File: src/rtl/imu_filter_pkg.sv
// Shared constants, FIR coefficients and FSM encoding for the IMU filter sequencer.
package imu_filter_pkg;
  localparam int TAPS_D      = 10;
  localparam int DATA_W_D    = 10;
  localparam int COEF_W_D    = 16;
  localparam int OUT_SHIFT_D = 18;

  typedef enum logic [1:0] {IDLE, MAC, WRITE} state_t;

  // Symmetric low-pass taps; index out of range reads as zero.
  function automatic logic [15:0] coef(input logic [3:0] i);
    case (i)
      4'd0, 4'd9: coef = 16'h55a9;
      4'd1, 4'd8: coef = 16'h4995;
      4'd2, 4'd7: coef = 16'h5eb7;
      4'd3, 4'd6: coef = 16'h6efd;
      4'd4, 4'd5: coef = 16'h77ca;
      default:    coef = 16'h0000;
    endcase
  endfunction
endpackage

File: src/rtl/imu_sample_history.sv
// Three-axis TAPS-deep sample history with shift enable and an axis/tap read mux.
module imu_sample_history #(
  parameter int TAPS   = 10,
  parameter int DATA_W = 10,
  parameter int TAP_W  = 4
) (
  input  logic                   Clock,
  input  logic                   Reset_n,
  input  logic                   shift_en,
  input  logic [2:0][DATA_W-1:0] din,
  input  logic [1:0]             axis,
  input  logic [TAP_W-1:0]       tap,
  output logic [DATA_W-1:0]      dout
);
  localparam logic [TAP_W-1:0] LAST = TAP_W'(TAPS - 1);

  logic [2:0][TAPS-1:0][DATA_W-1:0] hist;

  always_ff @(posedge Clock or negedge Reset_n) begin
    if (!Reset_n) hist <= '0;
    else if (shift_en)
      for (int a = 0; a < 3; a++) hist[a] <= {hist[a][TAPS-2:0], din[a]};
  end

  assign dout = (axis <= 2'd2 && tap <= LAST) ? hist[axis][tap] : '0;
endmodule

File: src/rtl/imu_filter_sequencer.sv
// Time-multiplexed 3-axis FIR: one shared MAC walks every tap of X, Y, Z, then publishes all three.
module imu_filter_sequencer import imu_filter_pkg::*; #(
  parameter int TAPS      = TAPS_D,
  parameter int DATA_W    = DATA_W_D,
  parameter int COEF_W    = COEF_W_D,
  parameter int OUT_SHIFT = OUT_SHIFT_D
) (
  input  logic              Clock,
  input  logic              Reset_n,
  input  logic              SampleValid,
  input  logic [DATA_W-1:0] AccelX,
  input  logic [DATA_W-1:0] AccelY,
  input  logic [DATA_W-1:0] AccelZ,
  input  logic              ClearOverrun,
  output logic              SampleReady,
  output logic [DATA_W-1:0] AccelXOut,
  output logic [DATA_W-1:0] AccelYOut,
  output logic [DATA_W-1:0] AccelZOut,
  output logic              DataReady,
  output logic              Overrun
);
  localparam int TAP_W = $clog2(TAPS);
  localparam int ACC_W = DATA_W + COEF_W + $clog2(TAPS);
  localparam logic [TAP_W-1:0] LAST    = TAP_W'(TAPS - 1);
  localparam logic [ACC_W-1:0] SAT_MAX = {{(ACC_W-DATA_W){1'b0}}, {DATA_W{1'b1}}};

  state_t                   state, state_nxt;
  logic                     shift_en;
  logic [1:0]               axis;
  logic [TAP_W-1:0]         tap;
  logic [ACC_W-1:0]         acc, prod, shifted;
  logic [COEF_W-1:0]        coef_val;
  logic [DATA_W-1:0]        h_val, sat_val;
  logic [1:0][DATA_W-1:0]   staged;
  logic [2:0][DATA_W-1:0]   din;

  assign din = {AccelZ, AccelY, AccelX};

  imu_sample_history #(.TAPS(TAPS), .DATA_W(DATA_W), .TAP_W(TAP_W)) u_hist (
    .Clock   (Clock),
    .Reset_n (Reset_n),
    .shift_en(shift_en),
    .din     (din),
    .axis    (axis),
    .tap     (tap),
    .dout    (h_val)
  );

  assign coef_val = COEF_W'(coef(4'(tap)));
  assign prod     = ACC_W'(coef_val) * ACC_W'(h_val);
  assign shifted  = acc >> OUT_SHIFT;
  assign sat_val  = (shifted > SAT_MAX) ? DATA_W'(SAT_MAX) : shifted[DATA_W-1:0];
  assign SampleReady = (state == IDLE);

  always_ff @(posedge Clock or negedge Reset_n) begin
    if (!Reset_n) state <= IDLE;
    else          state <= state_nxt;
  end

  always_comb begin
    state_nxt = state;
    shift_en  = 1'b0;
    case (state)
      IDLE:  if (SampleValid) begin
               shift_en  = 1'b1;
               state_nxt = MAC;
             end
      MAC:   if (tap == LAST) state_nxt = WRITE;
      WRITE: state_nxt = (axis == 2'd2) ? IDLE : MAC;
      default: state_nxt = IDLE;
    endcase
  end

  always_ff @(posedge Clock or negedge Reset_n) begin
    if (!Reset_n) begin
      axis      <= '0;
      tap       <= '0;
      acc       <= '0;
      staged    <= '0;
      AccelXOut <= '0;
      AccelYOut <= '0;
      AccelZOut <= '0;
      DataReady <= 1'b0;
      Overrun   <= 1'b0;
    end else begin
      DataReady <= 1'b0;
      case (state)
        IDLE: if (SampleValid) begin
          axis <= '0;
          tap  <= '0;
        end
        MAC: begin
          acc <= ((tap == '0) ? '0 : acc) + prod;
          tap <= (tap == LAST) ? '0 : tap + 1'b1;
        end
        WRITE: begin
          // Z completes the set: all three outputs move together with the pulse.
          if (axis == 2'd2) begin
            AccelXOut <= staged[0];
            AccelYOut <= staged[1];
            AccelZOut <= sat_val;
            DataReady <= 1'b1;
          end else begin
            staged[axis[0]] <= sat_val;
            axis            <= axis + 2'd1;
          end
        end
        default: ;
      endcase
      if (SampleValid && state != IDLE) Overrun <= 1'b1;
      else if (ClearOverrun)            Overrun <= 1'b0;
    end
  end
endmodule

File: config.mk
export PLATFORM = sky130hd
export DESIGN_NAME = imu_filter_sequencer
export DESIGN_NICKNAME = d
export VERILOG_FILES = /design/src/rtl/imu_filter_pkg.sv /design/src/rtl/imu_sample_history.sv /design/src/rtl/imu_filter_sequencer.sv
export SDC_FILE = /design/constraint.sdc
export NUM_CORES = 1
export LEC_CHECK = 0
export ABC_AREA = 1
export CAP_MARGIN = 30
export CELL_PAD_IN_SITES_DETAIL_PLACEMENT = 1
export CELL_PAD_IN_SITES_GLOBAL_PLACEMENT = 1
export CORE_MARGIN = 8
export CORE_UTILIZATION = 44
export CTS_BUF_LIST = sky130_fd_sc_hd__clkbuf_4 sky130_fd_sc_hd__clkbuf_8 sky130_fd_sc_hd__clkbuf_16
export CTS_CLUSTER_SIZE = 28
export DETAILED_ROUTE_END_ITERATION = 16
export DONT_BUFFER_PORTS = 1
export HOLD_SLACK_MARGIN = 0.1
export PLACE_DENSITY_LB_ADDON = 0.1
export SYNTH_ARGS = -nofsm -noshare
export SYNTH_HDL_FRONTEND = slang
export SYNTH_HIERARCHICAL = 1
export SYNTH_SLANG_ARGS = --single-unit
File: constraint.sdc
create_clock -name Clock -period 5.4 [get_ports Clock]
set_input_delay 0.27 -clock Clock [delete_from_list [all_inputs] [get_ports Clock]]
set_output_delay 0.27 -clock Clock [all_outputs]
set_load 0.005 [all_outputs]
==> results of run 1 <==
-- state kept, by name, indices dropped and copies added (netlist names) --
signal / cells
AccelXOut: 10
AccelZOut: 10
staged: 20
DataReady: 1
acc: 30
Overrun: 1
AccelYOut: 10
u_hist/hist: 300
state: 2
tap: 4
axis: 2
-- stage by stage --
stage | utilization [%] | instances | instance area, um^2 | setup slack [ns]
2_1_floorplan | - | 3178 | 25000 | -0.00944
3_3_place_gp | 50.9 | 4132 | 28100 | -0.716
3_5_place_dp | 50.9 | 4132 | 28100 | -0.913
4_1_cts | 56.4 | 4295 | 31100 | -0.645
5_1_grt | 58.8 | 4334 | 32400 | -0.885
6_report | 58.8 | 4335 | 32400 | -0.735
-- critical path: cells and delay by family (launching register included) --
family                     cells  cell delay [ns]
adders and majority gates      6             2.87
AOI/OAI and AO/OA              1             0.07
DFF                            1             0.57
buffers and inverters         10             1.02
and+or+nand+nor               16             1.43
-- synthesized netlist by cell type (all sizes together) (6+ instances only) --
| cell type | count |
|---|---|
| nor3 | 6 |
| nand4 | 18 |
| a21oi | 128 |
| o21ai | 309 |
| ha | 74 |
| nor2 | 232 |
| mux2 | 15 |
| nand3 | 134 |
| fa | 127 |
| o211ai | 30 |
| nand2 | 910 |
| and2 | 8 |
| buf | 101 |
| dfrtp | 390 |
| clkbuf | 44 |
| xnor2 | 9 |
| a31oi | 10 |
| inv | 596 |
| o22ai | 18 |
-- area by class of cell --
class                   instances  area [um^2]
clock inverters                13          228
flip-flops and latches        390         9770
well taps                     748          936
fillers                      6564        22800
diodes                          1         2.50
clock buffers                  70         1410
multi-input cells            2044        13400
inverters                     599         2330
repair buffers                470         4370
-- layer usage --
metal / vias to the layer above / GRT usage [%]
met4: 0 / 8.00
met2: 379 / 46.5
met3: 171 / 3.12
li1: 10500 / -
met5: - / 0
met1: 11300 / 32.8
-- cell families after synthesis --
family                   Yosys count
AND/OR/NAND/NOR                 1317
buffers and inverters            744
AO/OA/AOI/OAI                    501
flip-flops                       390
adder cells (fa/ha/maj)          201
multiplexers                      15
XOR/XNOR                          10
-- timing repair --
item	in CTS	in global routing
pin swaps	57	148
resized for setup	184	263
setup endpoints to repair	25	26
hold endpoints to repair	421	390
gates cloned	3	3
buffers inserted	45	41
-- final timing paths --
| path | to | slack [ns] | cells after the start |
|---|---|---|---|
| setup / recovery | acc[21]$_DFFE_PN0P_ | -0.73 | 33 |
| hold / removal | acc[16]$_DFFE_PN0P_ | -0.63 | 0 |
| setup reg to reg | acc[21]$_DFFE_PN0P_ | -0.73 | 33 |
| hold reg to reg | u_hist/hist[289]$_DFFE_PN0P_ | 0.48 | 2 |
| max in group asynchronous | u_hist/hist[81]$_DFFE_PN0P_ | 4.68 | 0 |
| min in group Clock | u_hist/hist[7]$_DFFE_PN0P_ | 0.34 | 3 |
==> summary.txt, run 1 <==
status: complete, but fails checks
failing checks: negative hold slack, max-slew violations, negative setup slack
layout cells sized above 1: 26.5%
Synth Flop Type: dfrtp_1
DRT Pass-1 Iters: 5
I/O pins: 67
average size of a mapped cell: 7.73 um^2
worst path required time: 5.84 ns
Worst Max-Slew Pin Slew: 1.65 ns
CP Launch Point: axis[1]$_DFFE_PN0P_
Die X: 252 um
Post-Synth Adder-Cell Area: 14.1%
fin crit share: 114%
commonest non-fill, non-tap cell in the layout: nand2_1
initial antenna violation count: 0
setup_tns: -13.05 ns
crit end category: register
CTS Buf Count: 47
Mapped Area: 24600 um^2
post-synth top area share: 39.7%
CTS tree: done
Net Count, Synth: 3413
first-pass GRT wire length: 133000 um
largest cells by area after synthesis: dfrtp_1 40%, nand2_1 14%, fa_1 10%, inv_1 9.0%, o21ai_0 5.9%
critical path's slowest cell: fa_1
Post-Synth XOR/XNOR Area: 0.357%
main combinational cell family by area after synthesis: simple AND/OR/NAND/NOR gates
Setup Skew: 0.0352 ns
Core Box Area: 55200 um^2
Min Clock Period, post-route: 6.13 ns
Remaining DRCs: 0
crit path max fanout: 8
Max H-tree Level: 2
RSZ-0062 raised after global routing: true
CTS max path bufs: 3
pins over their slew limit: 96
Seq/Total Area, Yosys: 39.7%
max layer used: met4
largest net degree at the start of global routing: 391
# setup viols final: 24
Post-Syn Instances: 3178
Max-Cap Viols: 0
port buffer count: 0
post-route ant nets: 0
clock sinks: 390
Synth Register Bits: 390
Synth cell types: 47
hold crit path type: in -> async
hold slack: -0.626 ns
Vias: 22400
met2 WL: 43800 um
vias per cell: 5.16
Slew Limit Headroom: -10.3%
Die Ht: 252 um
worst r2r src: axis[1]$_DFFE_PN0P_
initial core utilization: 44.5%
critical setup path kind: reg -> reg
Synth Area in Compound Gates: 10.9%
CP peak stage delay: 0.60 ns
hold buffers post-CTS: 32
Post-Route M1 WL: 36800 um
CP Launch Type: register
Synth Warn #: 6
most frequent cells in the layout: 798 x nand2_1, 514 x inv_1, 386 x dfrtp_1
Final GP Congestion: 0.911
vias in the first global route: 24500
Nets: 3787
Reg clk slew, reported paths: 0.07 ns
Routed WL per cell: 19.8 um
Fmax achieved: 163 MHz
most frequent CP cell: nand2_1
met3 wire length: 2600 um
Hold Violations, Final: 390
1st-iter DRT viols: 1152
arrival time worst endpoint: 6.58 ns
Synth area leader: dfrtp_1
Synth Area in Simple Gates: 22.1%
mux contribution to synthesized area: 0.688%
synthesis-to-finish area growth: 32.1%
worst setup margin: -0.735 ns
Post-synth EDFFs: 0
Overall Global Routing Usage: 26.1%
overall routed net length: 86000 um
worst skew pair latency: 0.61 ns
Post-synth ARST share: 100%
clk root buf: clkbuf_16
DP HPWL: 58900 um
die area: 63700 um^2
Site Rows: 86
grt ovf: 0
Power of run 1 is left out: the tool's default activity adds up to more than one toggle a clock period on the data nets, which glitch-free logic cannot reach.
==> run 2: changes to the inputs <==
- CORE_ASPECT_RATIO: default -> 0.8
==> run 2 against run 1 <==
  * The run ends with negative hold slack, negative setup slack left
  * Design area is 1.3% higher
  * Worst setup slack worse by 0.18 ns
  * Via count is 3.1% higher
  * Clock skew is 0.0082 ns lower
  * Critical path type unchanged
  * Register-to-register slack worse by 0.18 ns
  * Maximum frequency is 2.8% lower
  * Hold slack better by 0.013 ns
  * Die area hardly changed
  * Non-clock buffer count is 107 higher
  * Core utilization is 0.79 points higher
==> summary.txt, run 2 (same netlist as run 1, synthesis figures left out) <==
status: complete, but fails checks
failing checks: negative hold slack, negative setup slack
Final GP Congestion: 0.979
largest net degree at the start of global routing: 391
Worst R2R End: acc[21]$_DFFE_PN0P_
arrival time worst endpoint: 6.74 ns
Min Clock Period, post-route: 6.31 ns
DP Cell Count: 4267
Routed WL per cell: 21.0 um
Regs by FF count: u_hist/hist (300), acc (30), staged (20)
fin util: 59.6%
clk root buf: clkbuf_16
most frequent CP cell: inv_2
CP peak stage delay: 0.57 ns
# setup viols final: 25
worst skew pair latency: 0.59 ns
Fmax achieved: 158 MHz
Placed Area: 29200 um^2
pins over their slew limit: 0
I/O pins: 67
initial antenna violation count: 4
Max H-tree Level: 2
most frequent cells in the layout: 802 x nand2_1, 531 x inv_1, 451 x buf_4
fin crit share: 117%
worst r2r src: axis[1]$_DFFE_PN0P_
1st-iter DRT viols: 1830
RSZ-0062 raised after global routing: true
critical path's slowest cell: dfrtp_4
Largest Register: u_hist/hist
Slew Limit Headroom: 27.2%
layout cells sized above 1: 27.1%
Overall Global Routing Usage: 29.2%
die area: 63700 um^2
Die Ht: 227 um
overall routed net length: 93400 um
worst path required time: 5.83 ns
crit end category: register
Site Rows: 77
Core Box Area: 55200 um^2
synthesis-to-finish area growth: 33.8%
r2r setup slk: -0.91 ns
Worst Max-Slew Pin Slew: 1.09 ns
Setup Skew: 0.0270 ns
DP HPWL: 67400 um
Remaining DRCs: 0
hold crit path type: in -> async
FF-to-FF path depth: 31
hold slack: -0.613 ns
setup_tns: -17.37 ns
commonest non-fill, non-tap cell in the layout: nand2_1
CTS Buf Count: 44
worst setup margin: -0.915 ns
CTS max path bufs: 3
Reg clk slew, reported paths: 0.06 ns
crit path max fanout: 7
max reg flops: 300
post-route ant nets: 0
DRT Pass-1 Iters: 5
Nets: 3891
initial core utilization: 44.5%
Hold Violations, Final: 390
final non-filler cell area: 32900 um^2
grt ovf: 0
port buffer count: 0
hold buffers post-CTS: 32
vias per cell: 5.19
Max-Cap Viols: 0
critical setup path kind: reg -> reg
clock sinks: 390
Vias: 23100
CTS tree: done
first-pass GRT wire length: 144000 um
final non-filler cell total: 4439
Die X: 280 um
vias in the first global route: 24500
CP Launch Type: register
-- run 2: cell count changes in the layout (fill, tap and decap cells not counted), moves of 6 or more --
cell / before / now
buf_4: 353 / 451
inv_1: 514 / 531
nand3_1: 88 / 103
inv_2: 62 / 48
nand3_2: 39 / 26
buf_6: 33 / 43
nand2_2: 81 / 71
ha_1: 46 / 55
ha_4: 24 / 16
a21oi_2: 18 / 11
o21ai_0: 275 / 282
clkbuf_4: 13 / 7
-- run 2: cell type report --
cell class              instances  area [um^2]
fillers                      6654        22300
multi-input cells            2044        13200
flip-flops and latches        390         9770
repair buffers                577         5180
inverters                     599         2330
clock buffers                  60         1280
well taps                     750          938
clock inverters                18          166
diodes                          1         2.50
-- run 2: metal layers --
metal / part of all wire (%) / wire [um] / track usage, %
met1: 47 / 44000 / 42.3
met2: 43 / 39800 / 43.2
met3: 8.6 / 8020 / 8.83
met4: 1.7 / 1610 / 5.75
met5: 0.045 / 42 / 0
-- run 2: how the worst max path moves through the flow --
stage | start | end | depth (start not counted) | slack, ns
2_1_floorplan | tap[0]$_DFFE_PN0P_ | acc[23]$_DFFE_PN0P_ | 30 | -0.009
3_3_place_gp | tap[0]$_DFFE_PN0P_ | acc[20]$_DFFE_PN0P_ | 30 | -1.28
3_5_place_dp | tap[0]$_DFFE_PN0P_ | acc[20]$_DFFE_PN0P_ | 30 | -1.34
4_1_cts | axis[1]$_DFFE_PN0P_ | acc[23]$_DFFE_PN0P_ | 31 | -0.76
5_1_grt | axis[1]$_DFFE_PN0P_ | acc[25]$_DFFE_PN0P_ | 31 | -1.09
6_report | axis[1]$_DFFE_PN0P_ | acc[21]$_DFFE_PN0P_ | 31 | -0.91
-- run 2: metrics by stage --
stage	hold slack, ns	setup slack [ns]
6_report	-0.613	-0.915
5_1_grt	-0.640	-1.09
4_1_cts	-0.641	-0.763
3_5_place_dp	-0.0139	-1.34
3_3_place_gp	-0.0123	-1.28
2_1_floorplan	-0.0256	-0.00944
-- run 2: critical path, delay by kind of cell (launching register included) --
family / cells / cell delay [ns]
buf+inv: 12 / 1.16
compound gates: 4 / 0.69
flops: 1 / 0.57
simple gates: 9 / 0.81
fa+ha+maj: 6 / 2.93
-- run 2: repair_timing --
| action | CTS | global route |
|---|---|---|
| pin swaps | 125 | 87 |
| endpoints found under the hold margin | 421 | 390 |
| gates cloned | 2 | 2 |
| endpoints found under the setup margin | 25 | 25 |
| gates resized for setup | 271 | 122 |
| buffers inserted | 44 | 15 |
Power of run 2 is left out for the same reason.
